$ cat config.mk
export PLATFORM = sky130hd
export DESIGN_NAME = mmio_timer_flat
export DESIGN_NICKNAME = d
export VERILOG_FILES = /design/src/rtl/mmio_timer_if.sv /design/src/rtl/mmio_timer.sv /design/src/flat_wrapper.sv
export SDC_FILE = /design/constraint.sdc
export NUM_CORES = 1
export LEC_CHECK = 0
export BUFFER_PORTS_ARGS = -buffer_cell sky130_fd_sc_hd__buf_2
export CORE_ASPECT_RATIO = 2
export CORE_MARGIN = 4
export CORE_UTILIZATION = 40
export CTS_BUF_LIST = sky130_fd_sc_hd__clkbuf_8 sky130_fd_sc_hd__clkbuf_16
export CTS_CLUSTER_DIAMETER = 80
export DETAILED_ROUTE_END_ITERATION = 8
export SETUP_SLACK_MARGIN = 0.05
export SYNTH_ARGS = -nofsm -noshare
export SYNTH_HDL_FRONTEND = slang
export SYNTH_SLANG_ARGS = --single-unit
$ cat constraint.sdc
create_clock -name clk -period 2.45 [get_ports clk]
set_clock_uncertainty 0.15 [all_clocks]
set_input_delay 0.3675 -clock clk [delete_from_list [all_inputs] [get_ports clk]]
set_output_delay 0.3675 -clock clk [all_outputs]
set_load 0.05 [all_outputs]
$ cat src/rtl/mmio_timer_if.sv
// Load/store data-port bundle between the core (master) and the mmio_timer responder (slave).
`timescale 1ns/1ps

interface mmio_timer_if;
    logic        W_en;
    logic        R_en;
    logic [2:0]  RW_type;
    logic [31:0] addr;
    logic [31:0] din;
    logic [31:0] dout;

    modport master (output W_en, R_en, RW_type, addr, din, input dout);
    modport slave  (input W_en, R_en, RW_type, addr, din, output dout);
endinterface

$ cat src/rtl/mmio_timer.sv
// Memory-mapped prescaled 32-bit timer with compare-match, W1C pending flag and level interrupt.
// Define MMIO_TIMER_IRQ_EN to build the irq path (CTRL.IRQEN storage and the registered irq output).
`timescale 1ns/1ps

module mmio_timer #(
    parameter logic [31:0] BASE_ADDR = 32'h1000_0000
) (
    input  logic         clk,
    input  logic         rst_n,
    mmio_timer_if.slave  bus,
    output logic         irq
);

    localparam logic [2:0] F3_B  = 3'b000;
    localparam logic [2:0] F3_H  = 3'b001;
    localparam logic [2:0] F3_W  = 3'b010;
    localparam logic [2:0] F3_BU = 3'b100;
    localparam logic [2:0] F3_HU = 3'b101;

    typedef enum logic [2:0] {
        REG_CTRL     = 3'd0,
        REG_PRESCALE = 3'd1,
        REG_COUNT    = 3'd2,
        REG_COMPARE  = 3'd3,
        REG_STATUS   = 3'd4
    } reg_idx_e;

    logic [2:0]  ctrl_q, ctrl_d;
    logic [15:0] prescale_q, prescale_d;
    logic [31:0] count_q, count_d;
    logic [31:0] compare_q, compare_d;
    logic        pend_q, pend_d;
    logic [15:0] psc_cnt_q, psc_cnt_d;

    logic        sel;
    logic [2:0]  reg_idx;
    logic [31:0] rd_word;
    logic [7:0]  ld_byte;
    logic [15:0] ld_half;
    logic [31:0] load_data;
    logic [3:0]  be;
    logic [31:0] wdata;
    logic [31:0] mask;
    logic [31:0] wr_word;
    logic        wr;
    logic        tick;
    logic        match;

    assign sel     = (bus.addr[31:5] == BASE_ADDR[31:5]);
    assign reg_idx = bus.addr[4:2];

    // Register read mux and load extraction.
    // NOTE: every variable in an always_comb gets a default first so no path leaves it unassigned (no latch).
    always_comb begin
        rd_word = '0;
        case (reg_idx)
            REG_CTRL:     rd_word = {29'd0, ctrl_q};
            REG_PRESCALE: rd_word = {16'd0, prescale_q};
            REG_COUNT:    rd_word = count_q;
            REG_COMPARE:  rd_word = compare_q;
            REG_STATUS:   rd_word = {31'd0, pend_q};
            default:      rd_word = '0;
        endcase

        ld_byte = '0;
        case (bus.addr[1:0])
            2'd0: ld_byte = rd_word[7:0];
            2'd1: ld_byte = rd_word[15:8];
            2'd2: ld_byte = rd_word[23:16];
            2'd3: ld_byte = rd_word[31:24];
            default: ld_byte = '0;
        endcase
        ld_half = bus.addr[1] ? rd_word[31:16] : rd_word[15:0];

        load_data = '0;
        case (bus.RW_type)
            F3_B:  load_data = {{24{ld_byte[7]}}, ld_byte};
            F3_BU: load_data = {24'd0, ld_byte};
            F3_H:  load_data = bus.addr[0] ? 32'd0 : {{16{ld_half[15]}}, ld_half};
            F3_HU: load_data = bus.addr[0] ? 32'd0 : {16'd0, ld_half};
            F3_W:  load_data = (bus.addr[1:0] == 2'b00) ? rd_word : 32'd0;
            default: load_data = '0;
        endcase
    end

    assign bus.dout = (sel && bus.R_en) ? load_data : 32'd0;

    // Store lane enables; a misaligned or unsupported store yields no lanes and is dropped.
    always_comb begin
        be    = 4'b0000;
        wdata = bus.din;
        case (bus.RW_type)
            F3_B: begin
                be    = 4'b0001 << bus.addr[1:0];
                wdata = {4{bus.din[7:0]}};
            end
            F3_H: begin
                if (!bus.addr[0]) be = bus.addr[1] ? 4'b1100 : 4'b0011;
                wdata = {2{bus.din[15:0]}};
            end
            F3_W: begin
                if (bus.addr[1:0] == 2'b00) be = 4'b1111;
            end
            default: be = 4'b0000;
        endcase
        mask    = {{8{be[3]}}, {8{be[2]}}, {8{be[1]}}, {8{be[0]}}};
        wr_word = (rd_word & ~mask) | (wdata & mask);
        wr      = sel && bus.W_en && (|be);
    end

    assign tick  = ctrl_q[0] && (psc_cnt_q == prescale_q);
    assign match = (count_q == compare_q);

    always_comb begin
        ctrl_d     = ctrl_q;
        prescale_d = prescale_q;
        count_d    = count_q;
        compare_d  = compare_q;
        pend_d     = pend_q;
        psc_cnt_d  = psc_cnt_q;

        if (tick) count_d = (match && ctrl_q[1]) ? 32'd0 : count_q + 32'd1;

        if (wr) begin
            case (reg_idx)
                REG_CTRL:     ctrl_d     = wr_word[2:0];
                REG_PRESCALE: prescale_d = wr_word[15:0];
                REG_COUNT:    count_d    = wr_word;
                REG_COMPARE:  compare_d  = wr_word;
                REG_STATUS:   if (wr_word[0]) pend_d = 1'b0;
                default:      ;
            endcase
        end
`ifndef MMIO_TIMER_IRQ_EN
        ctrl_d[2] = 1'b0;
`endif

        // A match set is applied after the W1C so it wins a same-cycle clear.
        if (tick && match) pend_d = 1'b1;

        if ((wr && reg_idx == REG_PRESCALE) || !ctrl_d[0] || tick) begin
            psc_cnt_d = 16'd0;
        end else if (ctrl_q[0]) begin
            psc_cnt_d = psc_cnt_q + 16'd1;
        end
    end

    // NOTE: state registers use non-blocking assignments so all flops update together at the edge.
    always_ff @(posedge clk) begin
        if (!rst_n) begin
            ctrl_q     <= '0;
            prescale_q <= '0;
            count_q    <= '0;
            compare_q  <= '0;
            pend_q     <= 1'b0;
            psc_cnt_q  <= '0;
        end else begin
            ctrl_q     <= ctrl_d;
            prescale_q <= prescale_d;
            count_q    <= count_d;
            compare_q  <= compare_d;
            pend_q     <= pend_d;
            psc_cnt_q  <= psc_cnt_d;
        end
    end

`ifdef MMIO_TIMER_IRQ_EN
    logic irq_q, irq_d;

    // Registered from next-state PEND and IRQEN so it rises with the match edge.
    always_comb begin
        irq_d = pend_d && ctrl_d[2];
    end

    always_ff @(posedge clk) begin
        if (!rst_n) irq_q <= 1'b0;
        else        irq_q <= irq_d;
    end

    assign irq = irq_q;
`else
    assign irq = 1'b0;
`endif

endmodule
$ cat src/flat_wrapper.sv
// flat-port wrapper written by rule: the top's interface ports become plain ports
module mmio_timer_flat 
#(
    parameter logic [31:0] BASE_ADDR = 32'h1000_0000
)
  (clk, rst_n, irq, bus_W_en, bus_R_en, bus_RW_type, bus_addr, bus_din, bus_dout);
  mmio_timer_if bus_i ();
  input  logic clk;
  input  logic rst_n;
  output logic irq;
  input wire logic [$bits(bus_i.W_en)-1:0] bus_W_en;
  input wire logic [$bits(bus_i.R_en)-1:0] bus_R_en;
  input wire logic [$bits(bus_i.RW_type)-1:0] bus_RW_type;
  input wire logic [$bits(bus_i.addr)-1:0] bus_addr;
  input wire logic [$bits(bus_i.din)-1:0] bus_din;
  output wire logic [$bits(bus_i.dout)-1:0] bus_dout;
  assign bus_i.W_en = bus_W_en;
  assign bus_i.R_en = bus_R_en;
  assign bus_i.RW_type = bus_RW_type;
  assign bus_i.addr = bus_addr;
  assign bus_i.din = bus_din;
  assign bus_dout = bus_i.dout;
  mmio_timer #(.BASE_ADDR(BASE_ADDR)) u_core (.clk(clk), .rst_n(rst_n), .bus(bus_i), .irq(irq));
endmodule
* After elaboration in Yosys (flattened, before gate mapping) *
Cells that the tools add are included.

storage, ports and cells
  output and inout port bits = 33
  register bits = 99

operators by class
  shift operators = 1
  $add $sub $neg = 2
  muxes and demuxes = 23
  bitwise logic cells = 5
  equal/unequal tests = 14
  reduce and logical (&&, ||, !) cells = 22

operators with widths
  cell                     count
  $pmux W32 S5             2
  $mux W32                 7
  $and A32 B32 Y32         2
  $pmux W32 S2             1
  $add A32 B1 Y32 const B  1
  $eq A32 B32 Y1           1
  $mux W16                 2
  $not A32 Y32             1
  $or A32 B32 Y32          1
  $pmux W8 S4              1
  $eq A27 B24 Y1 const B   1
  $add A16 B1 Y16 const B  1
  $eq A16 B16 Y1           1
  $mux W4                  3
  $pmux W4 S3              1
  $eq A3 B2 Y1 const B     3
  $eq A3 B3 Y1 const B     3
  $logic_and A1 B1 Y1      7
  $eq A3 B1 Y1 const B     2
  $logic_not A3 Y1         2
  $reduce_and A2 Y1        3
  $reduce_bool A2 Y1       3
  $eq A2 B2 Y1 const B     2
  $mux W1                  4
  other kinds (10)         12

* Longest topological paths before layout *
  depth in word-level cells = 12
  gate-level depth with buffers = 11
  mapped depth without buffers = 7

* Least setup slack after synthesis *
OpenSTA, ideal clock, no wires.

  kind = input -> output
  start = input port bus_addr[2]
  end = output port bus_dout[5]
  stages = 10
  required time = 1.933 ns
  slack = -1.192 ns
  arrival = 3.124 ns
  buffers on the path = 5
  cell sequence = clkbuf_1 buf_2 buf_2 buf_2 buf_2 nand2_1 o21ai_0 and2_1 a21oi_1 a211oi_1

on the way
  longest elaborated chain between the ends = 6
  elaborated cells between the ends (all ways) = 13

RTL lines
  item                                         RTL line                            source
  start, declared                              flat_wrapper.sv:14                  input wire logic [$bits(bus_i.addr)-1:0] bus_addr;
  $eq A3 B3 Y1 (tied with other cells)         mmio_timer.sv:56                    case (reg_idx)
  $pmux W32 S5 *                               mmio_timer.sv:56
  $mux W16                                     mmio_timer.sv:73                    ld_half = bus.addr[1] ? rd_word[31:16] : rd_word[15:0];
  $mux W16 / $mux W32 (equally long branches)  mmio_timer.sv:80, mmio_timer.sv:79
  $pmux W32 S5 *                               mmio_timer.sv:76                    case (bus.RW_type)
  $mux W32 *                                   mmio_timer.sv:86                    assign bus.dout = (sel && bus.R_en) ? load_data : 32'd0;
  end, declared                                flat_wrapper.sv:16                  output wire logic [$bits(bus_i.dout)-1:0] bus_dout;

Every way passes the cells marked *; elsewhere a longest branch is shown, timed or not.

* Worst setup path in the final report *
  start = register u_core.count_q[7]
  end = output port bus_dout[16]

on the way
  longest elaborated chain between the ends = 4

RTL lines
  item                    RTL line           source
  start, declared         mmio_timer.sv:30   logic [31:0] count_q, count_d;
  start signal, assigned  mmio_timer.sv:160  count_q <= count_d;
  $pmux W32 S5            mmio_timer.sv:56
  $pmux W8 S4             mmio_timer.sv:66   case (bus.addr[1:0])
  $pmux W32 S5            mmio_timer.sv:76
  $mux W32                mmio_timer.sv:86

Every way passes these cells.

==> qor.json <==
{
  "syn_nets": {"value": 1032},
  "drive_above_1_share": {"value": 0.451},
  "totalWireLength": {"value": 34.2, "unit": "mm"},
  "synth-main-ff-cell": {"value": "sky130_fd_sc_hd__dfxtp_1"},
  "top_library_cells_by_usage_in_the_layout_fill_and_taps_aside": {"value": "sky130_fd_sc_hd__buf_4, sky130_fd_sc_hd__nand2_1, sky130_fd_sc_hd__nor2_1, sky130_fd_sc_hd__dfxtp_1, sky130_fd_sc_hd__a21oi_1"},
  "tritoncts": {"value": "yes"},
  "final_max_slew_viol_count": {"value": 0},
  "violations_in_the_final_reports": {"value": "negative setup slack"},
  "run_status": {"value": "finished with violations"},
  "cts.sink_count": {"value": 99},
  "setup_viol": {"value": 63},
  "synth.lib_cells_used.distinct": {"value": 64},
  "crit_path_cell_trace": {"value": "mux2_4, a22oi_2, or3_1, a2bb2oi_2, nand2_2, buf_12, buf_12, a31oi_2, buf_6"},
  "timing.final.hold_violations": {"value": 0},
  "critical_path.max_stage_delay": {"value": 0.39, "unit": "ns"},
  "cp.buffers_inverters": {"value": 3},
  "timing_worst_setup_path_type": {"value": "register to primary output"},
  "pin_slew_with_the_least_headroom_to_its_limit": {"value": 0.877, "unit": "ns"},
  "dpl_cell_area": {"value": 9890, "unit": "sq um"},
  "worst-r2r-cell-count": {"value": 8},
  "worst_setup_path_start_kind": {"value": "register"},
  "placedCellCount": {"value": 1436},
  "syn_inst": {"value": 959},
  "power.leakage": {"value": 4.43, "unit": "nW"},
  "grt_met1_usage": {"value": 0.313},
  "worst_path_slowest_cell": {"value": "sky130_fd_sc_hd__or3_1"},
  "worstPathRequired": {"value": 1.93, "unit": "ns"},
  "end_kind": {"value": "primary output"},
  "worst_slack": {"value": -0.404, "unit": "ns"},
  "routed_via_density": {"value": 5.88},
  "dr_pass1_iterations": {"value": 5},
  "maximum_number_of_pins_on_one_net_before_global_route_repair": {"value": 31},
  "drv.max_cap_violation_count": {"value": 0},
  "io-pin-count": {"value": 104},
  "mappedNetlistArea": {"value": 7060, "unit": "sq um"},
  "final_cell_area": {"value": 11600, "unit": "sq um"},
  "grt_overflow": {"value": 0},
  "grt_use_met3": {"value": 0.0601},
  "crit_top_cell": {"value": "sky130_fd_sc_hd__buf_12"},
  "area_growth_syn_to_layout": {"value": 64.6, "unit": "%"},
  "path_delay_family": {"value": "simple AND/OR/NAND/NOR gates"},
  "gpl.final_weighted_congestion": {"value": 1.01},
  "h-tree-depth": {"value": 3},
  "synth-edff-count": {"value": 0},
  "timing.hold.worst_path_depth": {"value": 3},
  "maxClockFrequency": {"value": 0.350, "unit": "GHz"},
  "grtUsageMet2": {"value": 0.593},
  "setup.worst_path.end": {"value": "bus_dout[16]"},
  "reg2reg_setup_slack": {"value": -0.22, "unit": "ns"},
  "timing.critical_path.depth": {"value": 9},
  "most_common_cell_after_layout_fill_and_taps_aside": {"value": "sky130_fd_sc_hd__buf_4"},
  "ctsLongestPathBuffers": {"value": 2},
  "finalCritPeriodShare": {"value": 1.16},
  "worstReg2RegStart": {"value": "u_core.psc_cnt_q[3]"},
  "detail_route.drc_violations": {"value": 0},
  "critical_path.reg2reg.endpoint": {"value": "u_core.count_q[1]"},
  "yosys_warnings": {"value": 0},
  "power-per-cell-area": {"value": 321, "unit": "nW/um^2"},
  "final_nets": {"value": 1341},
  "synth_async_sr_flop_share": {"value": 0},
  "hold_class": {"value": "input port to register"},
  "drt-wirelength-per-cell": {"value": 23.1, "unit": "microns"},
  "setup-tns-final": {"value": -15.61, "unit": "ns"},
  "design.core.area": {"value": 17300, "unit": "sq um"},
  "start_util": {"value": 0.409},
  "rsz_0062_raised_after_global_routing": {"value": "true"},
  "arrival": {"value": 2.34, "unit": "ns"},
  "ctsRootBufferMaster": {"value": "sky130_fd_sc_hd__clkbuf_16"},
  "dpl.hpwl": {"value": 25.9, "unit": "mm"},
  "synth_sequential_area_ratio": {"value": 0.281},
  "gr-max-usage-layer": {"value": "met2"},
  "number_of_buffer_cells_added_on_primary_ports": {"value": 102},
  "vdd_drop_max": {"value": 0.489, "unit": "mV"},
  "setup.worst_path.start": {"value": "u_core.count_q[7]"},
  "cts.clk_slew.worst_paths": {"value": 0.07, "unit": "ns"},
  "synth.ff_latch_count": {"value": 99},
  "num_vias": {"value": 8725},
  "grt_util_all_layers": {"value": 0.337},
  "first_global_vias": {"value": 8795},
  "first_pass_grt_wire_length": {"value": 49.9, "unit": "mm"},
  "design.die.area": {"value": 20000, "unit": "sq um"},
  "cts-buffers-inserted": {"value": 9},
  "fin_cells": {"value": 1483},
  "detail-route-antenna-nets": {"value": 0},
  "critical_path_peak_fanout": {"value": 5},
  "number_of_inserted_diodes": {"value": 0},
  "floorplan.die.height": {"value": 196, "unit": "microns"},
  "avgSynthCellArea": {"value": 7.37, "unit": "sq um"},
  "initialDrtViolationCount": {"value": 544},
  "clk-insertion-delay-late": {"value": 0.37, "unit": "ns"},
  "max_slew_margin": {"value": 0.410},
  "timing.final.crit_period": {"value": 2.85, "unit": "ns"},
  "die_width": {"value": 102, "unit": "microns"},
  "initial_antenna_violation_count": {"value": 0},
  "std_cell_rows": {"value": 68}
}
==> flip-flops by register name, summed over array words and instances (netlist names) <==
register,count
u_core.compare_q,32
u_core.prescale_q,16
u_core.count_q,32
u_core.psc_cnt_q,16
u_core.pend_q,1
u_core.ctrl_q,2
==> where the power goes <==
group | internal (W) | total (W) | switching (W) | leakage [nW]
combinational | 0.000218 | 0.000520 | 0.000302 | 3.45
sequential | 0.00160 | 0.00160 | 0.00000150 | 0.812
clock | 0.000914 | 0.00161 | 0.000700 | 0.163
total | 0.00273 | 0.00373 | 0.00100 | 4.43
==> area by class of cell <==
class	instances	area [sq um]
Multi-Input combinational cell	776	5750
Tap cell	210	263
Clock inverter	7	106
Sequential cell	99	2030
Inverter	13	48.8
Fill cell	1412	5650
Clock buffer	9	225
Timing Repair Buffer	369	3200
==> routing by layer <==
| metal | part of all wire | up-vias |
|---|---|---|
| met2 | 0.51 | 440 |
| met5 | 0 | - |
| li1 | - | 4024 |
| met4 | 0.12 | 0 |
| met1 | 0.31 | 4052 |
| met3 | 0.056 | 209 |
==> cells by family (layout without fill, tap and decap cells) <==
kind of cell             count (synthesis)  count (layout)  share of synthesized area
multiplexers                            47              47                     0.0721
flip-flops                              99              99                      0.281
AO/OA/AOI/OAI                          231             231                      0.210
other                                    1               1                   0.000531
XOR/XNOR                                92              92                      0.114
AND/OR/NAND/NOR                        403             403                      0.269
adder cells (fa/ha/maj)                  2               2                    0.00354
buffers and inverters                   84             398                     0.0507
==> Yosys cell counts (2+ instances only) <==
| library cell | count | area, sq um |
|---|---|---|
| sky130_fd_sc_hd__a22oi_1 | 7 | 52.6 |
| sky130_fd_sc_hd__buf_6 | 2 | 22.5 |
| sky130_fd_sc_hd__and2_1 | 13 | 81.3 |
| sky130_fd_sc_hd__o21ai_0 | 31 | 155 |
| sky130_fd_sc_hd__and3_1 | 14 | 87.6 |
| sky130_fd_sc_hd__dfxtp_1 | 99 | 1980 |
| sky130_fd_sc_hd__or3_1 | 3 | 18.8 |
| sky130_fd_sc_hd__nor2_1 | 111 | 417 |
| sky130_fd_sc_hd__a222oi_1 | 3 | 30.0 |
| sky130_fd_sc_hd__nand2_1 | 128 | 480 |
| sky130_fd_sc_hd__o21ai_1 | 2 | 10.0 |
| sky130_fd_sc_hd__or4_1 | 2 | 15.0 |
| sky130_fd_sc_hd__xnor2_1 | 64 | 561 |
| sky130_fd_sc_hd__xor2_1 | 28 | 245 |
| sky130_fd_sc_hd__nand4_1 | 31 | 194 |
| sky130_fd_sc_hd__mux2i_1 | 25 | 250 |
| sky130_fd_sc_hd__nand3_1 | 21 | 105 |
| sky130_fd_sc_hd__a21oi_1 | 81 | 405 |
| sky130_fd_sc_hd__or4_4 | 2 | 22.5 |
| sky130_fd_sc_hd__a22o_1 | 11 | 96.3 |
| sky130_fd_sc_hd__buf_2 | 6 | 30.0 |
| sky130_fd_sc_hd__nor2b_1 | 13 | 81.3 |
| sky130_fd_sc_hd__nand2b_1 | 2 | 12.5 |
| sky130_fd_sc_hd__inv_1 | 12 | 45.0 |
| sky130_fd_sc_hd__nor4_1 | 12 | 75.1 |
| sky130_fd_sc_hd__buf_1 | 4 | 15.0 |
| sky130_fd_sc_hd__clkbuf_1 | 57 | 214 |
| sky130_fd_sc_hd__a31oi_1 | 23 | 144 |
| sky130_fd_sc_hd__nor3_1 | 35 | 175 |
| sky130_fd_sc_hd__ha_1 | 2 | 25.0 |
| sky130_fd_sc_hd__o22ai_1 | 13 | 81.3 |
| sky130_fd_sc_hd__or2_2 | 2 | 12.5 |
| sky130_fd_sc_hd__o21a_1 | 7 | 52.6 |
| sky130_fd_sc_hd__a2bb2oi_1 | 7 | 61.3 |
| sky130_fd_sc_hd__a211oi_1 | 24 | 180 |
| sky130_fd_sc_hd__nor3b_1 | 2 | 15.0 |
| sky130_fd_sc_hd__mux2_2 | 21 | 236 |
| sky130_fd_sc_hd__and3b_1 | 2 | 17.5 |
| sky130_fd_sc_hd__o22a_1 | 3 | 26.3 |
| sky130_fd_sc_hd__o21ai_2 | 8 | 70.1 |
| sky130_fd_sc_hd__and4_1 | 3 | 26.3 |
==> worst min-delay path by stage <==
stage / slack [ns] / to / from
2_1_floorplan: 0.29 / u_core.pend_q / u_core.pend_q
3_3_place_gp: 0.32 / u_core.compare_q[14] / u_core.compare_q[14]
3_5_place_dp: 0.32 / u_core.compare_q[14] / u_core.compare_q[14]
4_1_cts: 0.26 / u_core.count_q[1] / rst_n
5_1_grt: 0.28 / u_core.count_q[1] / rst_n
6_report: 0.27 / u_core.count_q[1] / rst_n
==> worst reg2reg max path, delay by kind of cell, from the launching register on <==
family / cells / cell delay, ns
AND/OR/NAND/NOR: 3 / 1.26
AO/OA/AOI/OAI: 2 / 0.35
flip-flops: 1 / 0.34
buffers and inverters: 2 / 0.29
XOR/XNOR: 1 / 0.19
==> timing repair <==
item                                    4_1_cts  5_1_grt
endpoints found under the setup margin       64      129
pin swaps                                    50       46
gates cloned                                  6        3
resized for setup                           182       74
hold buffers                                  0        0
setup buffers                                20        8
==> through the flow <==
stage	hold slack, ns	util	total power, W	setup slack [ns]
detailed placement	0.322	0.573	0.00208	-0.417
global route	0.283	0.673	0.00383	-0.433
global placement	0.316	0.573	0.00208	-0.413
finish	0.271	0.673	0.00373	-0.404
CTS	0.259	0.650	0.00372	-0.359
floorplan	0.295	-	0.00186	-0.366
(Power assumes the default switching activity.)
